[src/rtl/hsv_core_pkg.sv]
// Shared core types: machine word, commit beat layout and commit-stage FSM states.
package hsv_core_pkg;

  typedef logic [31:0] word;

  localparam int PERF_CNT_WIDTH = 32;

  typedef enum logic [1:0] {
    COMMIT_RUN,
    COMMIT_FLUSH,
    COMMIT_REDIRECT
  } commit_state_t;

  typedef struct packed {
    word        pc;
    logic [4:0] rd;
  } commit_common_t;

  typedef struct packed {
    logic           jump;
    logic           trap;
    commit_common_t common;
    word            result;
    word            next_pc;
    logic           writeback;
  } commit_data_t;

  localparam int COMMIT_DATA_W = $bits(commit_data_t);
  localparam int COMMON_W      = $bits(commit_common_t);

endpackage

[src/rtl/hsv_core_commit_flush_ctrl.sv]
// Flush broadcast and acknowledge collector; done fires once every unit has acked.
module hsv_core_commit_flush_ctrl
#(
  parameter int NUM_UNITS = 4
) (
  input  logic                 clk,
  input  logic                 rst,
  input  logic                 start,
  input  logic [NUM_UNITS-1:0] flush_ack,
  output logic                 flush_req,
  output logic                 done
);

  logic [NUM_UNITS-1:0] r_seen;
  logic [NUM_UNITS-1:0] w_merged;

  assign w_merged  = r_seen | flush_ack;
  assign flush_req = start;
  assign done      = start & (&w_merged);

  // Acks outside a flush are dropped so stale history never shortens the next one.
  always_ff @(posedge clk) begin
    if (rst || !start || done) begin
      r_seen <= '0;
    end else begin
      r_seen <= w_merged;
    end
  end

endmodule

[src/rtl/hsv_core_commit_redirect.sv]
// Commit stage: retires beats, writes back, flushes and redirects fetch on jump/trap.
// Optional event counters are built when HSV_COMMIT_PERF_EN is defined.
module hsv_core_commit_redirect
  import hsv_core_pkg::*;
#(
  parameter int NUM_UNITS = 4
) (
  input  logic                      clk_core,
  input  logic                      rst_core,
  input  logic [COMMIT_DATA_W-1:0]  commit_data,
  input  logic                      valid_i,
  output logic                      ready_o,
  output logic                      flush_req,
  input  logic [NUM_UNITS-1:0]      flush_ack,
  input  logic [31:0]               trap_vector,
  output logic                      wb_en,
  output logic [COMMON_W-1:0]       wb_common,
  output logic [31:0]               wb_value,
  output logic                      redirect_valid,
  output logic [31:0]               redirect_pc,
  input  logic                      redirect_ready,
  output logic                      trap_valid,
  output logic [31:0]               trap_pc,
  output logic [31:0]               trap_value,
  output logic [PERF_CNT_WIDTH-1:0] perf_retired,
  output logic [PERF_CNT_WIDTH-1:0] perf_mispredict,
  output logic [PERF_CNT_WIDTH-1:0] perf_trap
);

  commit_data_t  w_beat;
  commit_state_t r_state;
  commit_state_t w_next;
  logic          w_accept;
  logic          w_flush_start;
  logic          w_flush_done;

  logic          r_wb_en;
  logic [COMMON_W-1:0] r_wb_common;
  word           r_wb_value;
  word           r_redirect_pc;
  logic          r_trap_valid;
  word           r_trap_pc;
  word           r_trap_value;

  assign w_beat        = commit_data_t'(commit_data);
  assign w_accept      = valid_i & ready_o;
  assign w_flush_start = (r_state == COMMIT_FLUSH);

  hsv_core_commit_flush_ctrl #(
    .NUM_UNITS (NUM_UNITS)
  ) u_flush_ctrl (
    .clk       (clk_core),
    .rst       (rst_core),
    .start     (w_flush_start),
    .flush_ack (flush_ack),
    .flush_req (flush_req),
    .done      (w_flush_done)
  );

  always_ff @(posedge clk_core) begin
    if (rst_core) begin
      r_state <= COMMIT_RUN;
    end else begin
      r_state <= w_next;
    end
  end

  always_comb begin
    w_next         = r_state;
    ready_o        = 1'b0;
    redirect_valid = 1'b0;
    case (r_state)
      COMMIT_RUN: begin
        ready_o = 1'b1;
        if (valid_i && (w_beat.trap || w_beat.jump)) begin
          w_next = COMMIT_FLUSH;
        end
      end
      COMMIT_FLUSH: begin
        if (w_flush_done) begin
          w_next = COMMIT_REDIRECT;
        end
      end
      COMMIT_REDIRECT: begin
        redirect_valid = 1'b1;
        if (redirect_ready) begin
          w_next = COMMIT_RUN;
        end
      end
      default: w_next = COMMIT_RUN;
    endcase
  end

  // A jump's own link writeback retires; only a trap suppresses it.
  always_ff @(posedge clk_core) begin
    if (rst_core) begin
      r_wb_en       <= 1'b0;
      r_wb_common   <= '0;
      r_wb_value    <= '0;
      r_trap_valid  <= 1'b0;
      r_redirect_pc <= '0;
      r_trap_pc     <= '0;
      r_trap_value  <= '0;
    end else begin
      r_wb_en      <= w_accept & ~w_beat.trap & w_beat.writeback;
      r_trap_valid <= w_accept & w_beat.trap;
      if (w_accept) begin
        r_wb_common <= w_beat.common;
        r_wb_value  <= w_beat.result;
      end
      if (w_accept && w_beat.trap) begin
        r_redirect_pc <= trap_vector;
        r_trap_pc     <= w_beat.common.pc;
        r_trap_value  <= w_beat.next_pc;
      end else if (w_accept && w_beat.jump) begin
        r_redirect_pc <= w_beat.next_pc;
      end
    end
  end

  assign wb_en       = r_wb_en;
  assign wb_common   = r_wb_common;
  assign wb_value    = r_wb_value;
  assign redirect_pc = r_redirect_pc;
  assign trap_valid  = r_trap_valid;
  assign trap_pc     = r_trap_pc;
  assign trap_value  = r_trap_value;

`ifdef HSV_COMMIT_PERF_EN
  logic [PERF_CNT_WIDTH-1:0] r_perf_retired;
  logic [PERF_CNT_WIDTH-1:0] r_perf_mispredict;
  logic [PERF_CNT_WIDTH-1:0] r_perf_trap;

  always_ff @(posedge clk_core) begin
    if (rst_core) begin
      r_perf_retired    <= '0;
      r_perf_mispredict <= '0;
      r_perf_trap       <= '0;
    end else if (w_accept) begin
      r_perf_retired <= r_perf_retired + 1'b1;
      if (w_beat.trap) begin
        r_perf_trap <= r_perf_trap + 1'b1;
      end else if (w_beat.jump) begin
        r_perf_mispredict <= r_perf_mispredict + 1'b1;
      end
    end
  end

  assign perf_retired    = r_perf_retired;
  assign perf_mispredict = r_perf_mispredict;
  assign perf_trap       = r_perf_trap;
`else
  assign perf_retired    = '0;
  assign perf_mispredict = '0;
  assign perf_trap       = '0;
`endif

endmodule

[config.mk]
export PLATFORM = sky130hd
export DESIGN_NAME = hsv_core_commit_redirect
export DESIGN_NICKNAME = d
export VERILOG_FILES = /design/src/rtl/hsv_core_pkg.sv /design/src/rtl/hsv_core_commit_flush_ctrl.sv /design/src/rtl/hsv_core_commit_redirect.sv
export SDC_FILE = /design/constraint.sdc
export NUM_CORES = 1
export LEC_CHECK = 0
export ABC_AREA = 1
export CAP_MARGIN = 20
export CORE_UTILIZATION = 25
export CTS_BUF_LIST = sky130_fd_sc_hd__clkbuf_2
export DETAILED_ROUTE_END_ITERATION = 10
export PLACE_DENSITY_LB_ADDON = 0.08
export REMOVE_ABC_BUFFERS = 1
export SLEW_MARGIN = 20
export SYNTH_ARGS = -nofsm -noshare
export SYNTH_HDL_FRONTEND = slang
export SYNTH_SLANG_ARGS = --single-unit
[constraint.sdc]
create_clock -name clk_core -period 1.5 [get_ports clk_core]
set_input_delay 0.3 -clock clk_core [delete_from_list [all_inputs] [get_ports clk_core]]
set_output_delay 0.3 -clock clk_core [all_outputs]
set_load 0.05 [all_outputs]
==> impl_table.tex <==
\begin{tabular}{lr}
\hline
Metric & Value \\
\hline
\multicolumn{2}{l}{\textbf{Timing}} \\
\quad Transition time at the pin with the least slew margin & 0.547 ns \\
\quad Setup repair after global routing missed its margin & yes \\
\quad Worst hold slack across all endpoints & 0.105 ns \\
\quad Slew HR & 0.635 \\
\quad Time the final worst path needs with I/O delays and setup & 1.84 ns \\
\quad Clock tree skew after final layout & 0.0505 ns \\
\quad Ratio of final minimum period to clock period & 1.23 \\
\quad Worst-case setup margin in the final layout & -0.344 ns \\
\quad Peak clock frequency supported by timing & 542 MHz \\
\quad Final count of negative-setup-slack endpoints & 184 \\
\quad Number of max-slew violations in the final report & 0 \\
\quad Number of failing hold endpoints at the final stage & 0 \\
\multicolumn{2}{l}{\textbf{Status}} \\
\quad Violations in the final reports & setup timing \\
\quad Run status & finished with violations \\
\multicolumn{2}{l}{\textbf{Hold path}} \\
\quad Number of cells on the worst hold path & 3 \\
\quad Hold Crit Endpoint & trap\_value[7]\$\_SDFFE\_PP0P\_ \\
\quad Worst Min Path Start & commit\_data[8] \\
\quad Kind of path behind the tightest hold check & input port to flop \\
\multicolumn{2}{l}{\textbf{Worst setup path}} \\
\quad Reg-to-reg critical path startpoint & r\_state[1]\$\_SDFFE\_PP0P\_ \\
\quad Worst EP arrival & 1.54 ns \\
\quad Buf+Inv Stages, Crit Path & 2 \\
\quad Slack of the worst reg-to-reg path & -0.05 ns \\
\quad Highest fanout seen on the critical path & 3 \\
\quad Cell at the slowest stage of the critical path & dfxtp\_4 \\
\quad Sequence of cells on the critical path & nor2\_4 > buf\_8 > buf\_12 \\
\quad Delay of the slowest critical-path stage & 0.44 ns \\
\quad Element type at the critical path start & flop \\
\quad Worst Path Class, Setup & flop to output port \\
\quad CP Data Required Time & 1.20 ns \\
\quad FF-to-FF path depth & 8 \\
\quad Kind of cell with the highest combined delay on the critical path & flip-flops \\
\quad Capture point of the worst reg-to-reg path & redirect\_pc[18]\$\_SDFFE\_PP0P\_ \\
\quad Worst setup EP type & output port \\
\multicolumn{2}{l}{\textbf{Placed design}} \\
\quad Number of port buffers & 313 \\
\quad Total half-perimeter wirelength after legalization and detailed placement & 18800 um \\
\quad Cell area after placement & 0.0126 mm2 \\
\quad Routability congestion estimate & 0.756 \\
\multicolumn{2}{l}{\textbf{GRT}} \\
\quad GRT Residual Overflow & 0 \\
\quad Pin count of the biggest net entering global routing & 46 \\
\quad Global-route wire length before repair & 40400 um \\
\quad Number of antenna violations at the first check in global routing & 5 \\
\quad Via count of the first global-routing pass & 7136 \\
\quad GRT Util Overall & 0.170 \\
\multicolumn{2}{l}{\textbf{Finish}} \\
\quad Nets@finish & 1519 \\
\quad Cell area after layout & 0.0136 mm2 \\
\quad Share of final-layout standard cells stronger than drive strength 1 & 0.336 \\
\quad Syn-to-layout area delta & 81.9\% \\
\quad \# fillers & 2825 \\
\multicolumn{2}{l}{\textbf{Yosys}} \\
\quad Most instantiated flip-flop cell in the synthesis netlist & dfxtp\_1 \\
\quad Most frequent cell after synthesis & nand2\_1 \\
\quad Area contributors post-synth & dfxtp\_1, nand2\_1, buf\_4 \\
\quad Number of flip-flops and latches in the synthesized netlist & 173 \\
\quad Syn avg cell area & 7.29 um2 \\
\quad Portion of the post-synthesis area used by sequential elements & 0.462 \\
\quad Cell area after technology mapping & 0.00749 mm2 \\
\quad Yosys warnings & 0 \\
\quad Ys async rst share & 0 \\
\quad Gate count of the mapped netlist & 1027 \\
\quad Count of flip-flops with a built-in enable after synthesis & 0 \\
\quad Cell variety after synth & 20 \\
\quad Fraction of synthesized cell area taken by the top area cell type & 0.462 \\
\quad Most frequent cells after synthesis & nand2\_1, dfxtp\_1, nor2\_1 \\
\quad Cell type with the highest aggregate area in the netlist & dfxtp\_1 \\
\multicolumn{2}{l}{\textbf{Clock network}} \\
\quad Number of buffers between clock root and the deepest sink & 2 \\
\quad Worst-path clk slew & 0.31 ns \\
\quad Clock latency on the worst-skew pair & 0.75 ns \\
\quad Clock root buffer & clkbuf\_2 \\
\quad Number of buffers inserted during clock tree synthesis & 17 \\
\quad CTS tree & done \\
\quad Htree depth & 4 \\
\quad Sink count of the clock tree & 173 \\
\multicolumn{2}{l}{\textbf{Floorplan}} \\
\quad Height of the chip & 175 um \\
\quad Top-level port count & 410 \\
\quad Die area & 0.0306 mm2 \\
\quad Core Area & 0.0291 mm2 \\
\quad Starting Density & 0.257 \\
\quad Row cnt & 62 \\
\quad Die outline width & 175 um \\
\multicolumn{2}{l}{\textbf{Detailed routing}} \\
\quad Number of vias in the routed layout & 7224 \\
\quad Drt pass-1 iters & 4 \\
\quad Post-route DRC & 0 \\
\quad Wire length reported by the detailed router & 26200 um \\
\quad Post-DRT Antenna Nets & 0 \\
\quad First DRT Iteration DRCs & 292 \\
\quad Routed WL per cell & 14.8 um \\
\quad Post-DR vias/cell & 4.07 \\
\multicolumn{2}{l}{\textbf{Pwr}} \\
\quad Leakage component of the power & 6.01 nW \\
\quad Worst vdd rail ir drop & 0.429 mV \\
\quad Power per standard cell area & 948 mW/mm2 \\
\multicolumn{2}{l}{\textbf{Run}} \\
\quad Reported max-cap violation count & 0 \\
\hline
\end{tabular}
==> metrics by stage <==
stage / TNS (ns) / std cells / setup WS (ns) / utilization / power, W
after CTS: -35.19 / 1764 / -0.447 / 0.463 / 0.0131
final: -16.15 / 1776 / -0.344 / 0.468 / 0.0129
after floorplan: -210.68 / 960 / -1.54 / - / 0.00762
after detailed placement: -20.50 / 1698 / -0.193 / 0.434 / 0.0101
after global placement: -20.91 / 1698 / -0.171 / 0.434 / 0.0101
after global routing: -47.72 / 1774 / -0.501 / 0.468 / 0.0136
==> logic make-up (layout without fill, tap and decap cells) <==
logic type,Yosys count,after routing,share of synthesized area
flip-flops,173,173,0.462
AO/OA/AOI/OAI,143,143,0.0956
AND/OR/NAND/NOR,475,475,0.266
buffers and inverters,235,501,0.176
other,1,100,0.000501
==> layer usage <==
metal,vias to the layer above,track usage,wire length [um]
met1,3255,0.203,11100
met3,11,0.0707,2370
met2,244,0.283,12500
met4,0,0.0377,233
met5,-,0,0
li1,3714,-,-
==> timing repair <==
item / CTS / global route
hold buffers: 30 / 3
buffers inserted: 4 / 4
pin swaps: 2 / 2
gates resized for setup: 182 / 25
cloned: 0 / 2
endpoints found under the setup margin: 170 / 285
endpoints found under the hold margin: 75 / 3
==> flip-flops by register name (all words and copies together) (netlist names) <==
name                 cells
wb_common               37
redirect_pc             32
trap_pc                 32
trap_value              32
wb_value                32
u_flush_ctrl.r_seen      4
r_state                  2
trap_valid               1
wb_en                    1
==> worst max-delay path by stage <==
stage                       startpoint                      endpoint  slack [ns]  cells after the start
6_report       r_state[1]$_SDFFE_PP0P_                       ready_o       -0.34                      3
5_1_grt        r_state[1]$_SDFFE_PP0P_                       ready_o       -0.50                      3
4_1_cts        r_state[0]$_SDFFE_PP0P_                       ready_o       -0.45                      3
3_5_place_dp                   valid_i   redirect_pc[2]$_SDFFE_PP0P_       -0.19                      7
3_3_place_gp                   valid_i  redirect_pc[31]$_SDFFE_PP0P_       -0.17                      7
2_1_floorplan  r_state[1]$_SDFFE_PP0P_      trap_pc[10]$_SDFFE_PP0P_       -1.54                      7
==> where the power goes <==
part	switching (W)	total, W	leakage [nW]	internal [W]
Clock	0.00196	0.00268	0.154	0.000717
Combinational	0.00273	0.00487	4.37	0.00214
Sequential	0.000351	0.00536	1.49	0.00501
==> layout make-up <==
| class | instances | area, um2 | area share |
|---|---|---|---|
| Inverter | 73 | 289 | 0.0212 |
| Tap cell | 384 | 480 | 0.0353 |
| Sequential cell | 173 | 3700 | 0.272 |
| Clock inverter | 14 | 168 | 0.0123 |
| Timing Repair Buffer | 396 | 5780 | 0.424 |
| Antenna cell | 4 | 10.0 | 0.000735 |
| Multi-Input combinational cell | 714 | 3100 | 0.228 |
| Clock buffer | 18 | 90.1 | 0.00661 |
==> placed cells by master, fill, tap and decap left out <==
| master | Yosys | routed |
|---|---|---|
| a21oi_1 | 74 | 74 |
| nand4_1 | 10 | 10 |
| dfxtp_4 | 0 | 11 |
| nor2_1 | 151 | 149 |
| buf_2 | 24 | 2 |
| dfxtp_1 | 173 | 4 |
| or2_2 | 32 | 32 |
| nand3_1 | 69 | 67 |
| bufinv_16 | 0 | 1 |
| conb_1 | 1 | 96 |
| o21ai_0 | 69 | 60 |
| clkinvlp_4 | 0 | 1 |
| nand3_4 | 0 | 1 |
| inv_8 | 0 | 4 |
| nand2_4 | 0 | 1 |
| buf_12 | 0 | 185 |
| nor2_4 | 1 | 3 |
| o21ai_1 | 0 | 9 |
| dlygate4sd3_1 | 0 | 33 |
| inv_6 | 0 | 5 |
| diode_2 | 0 | 4 |
| clkinv_4 | 0 | 1 |
| buf_4 | 103 | 28 |
| clkbuf_2 | 1 | 18 |
| buf_8 | 0 | 1 |
| inv_1 | 71 | 68 |
| inv_4 | 0 | 1 |
| clkdlybuf4s50_1 | 0 | 141 |
| clkbuf_16 | 0 | 2 |
| nand3_2 | 1 | 2 |
| inv_2 | 2 | 3 |
| clkinv_8 | 0 | 3 |
| buf_6 | 2 | 4 |
| nand2_1 | 210 | 210 |
| dfxtp_2 | 0 | 158 |
==> worst min-delay path, stage by stage <==
cell,delay [ns]
clkdlybuf4s50_1,0.42
nand3_1,0.08
a21oi_1,0.05
Power figures use the tool's default switching activity.
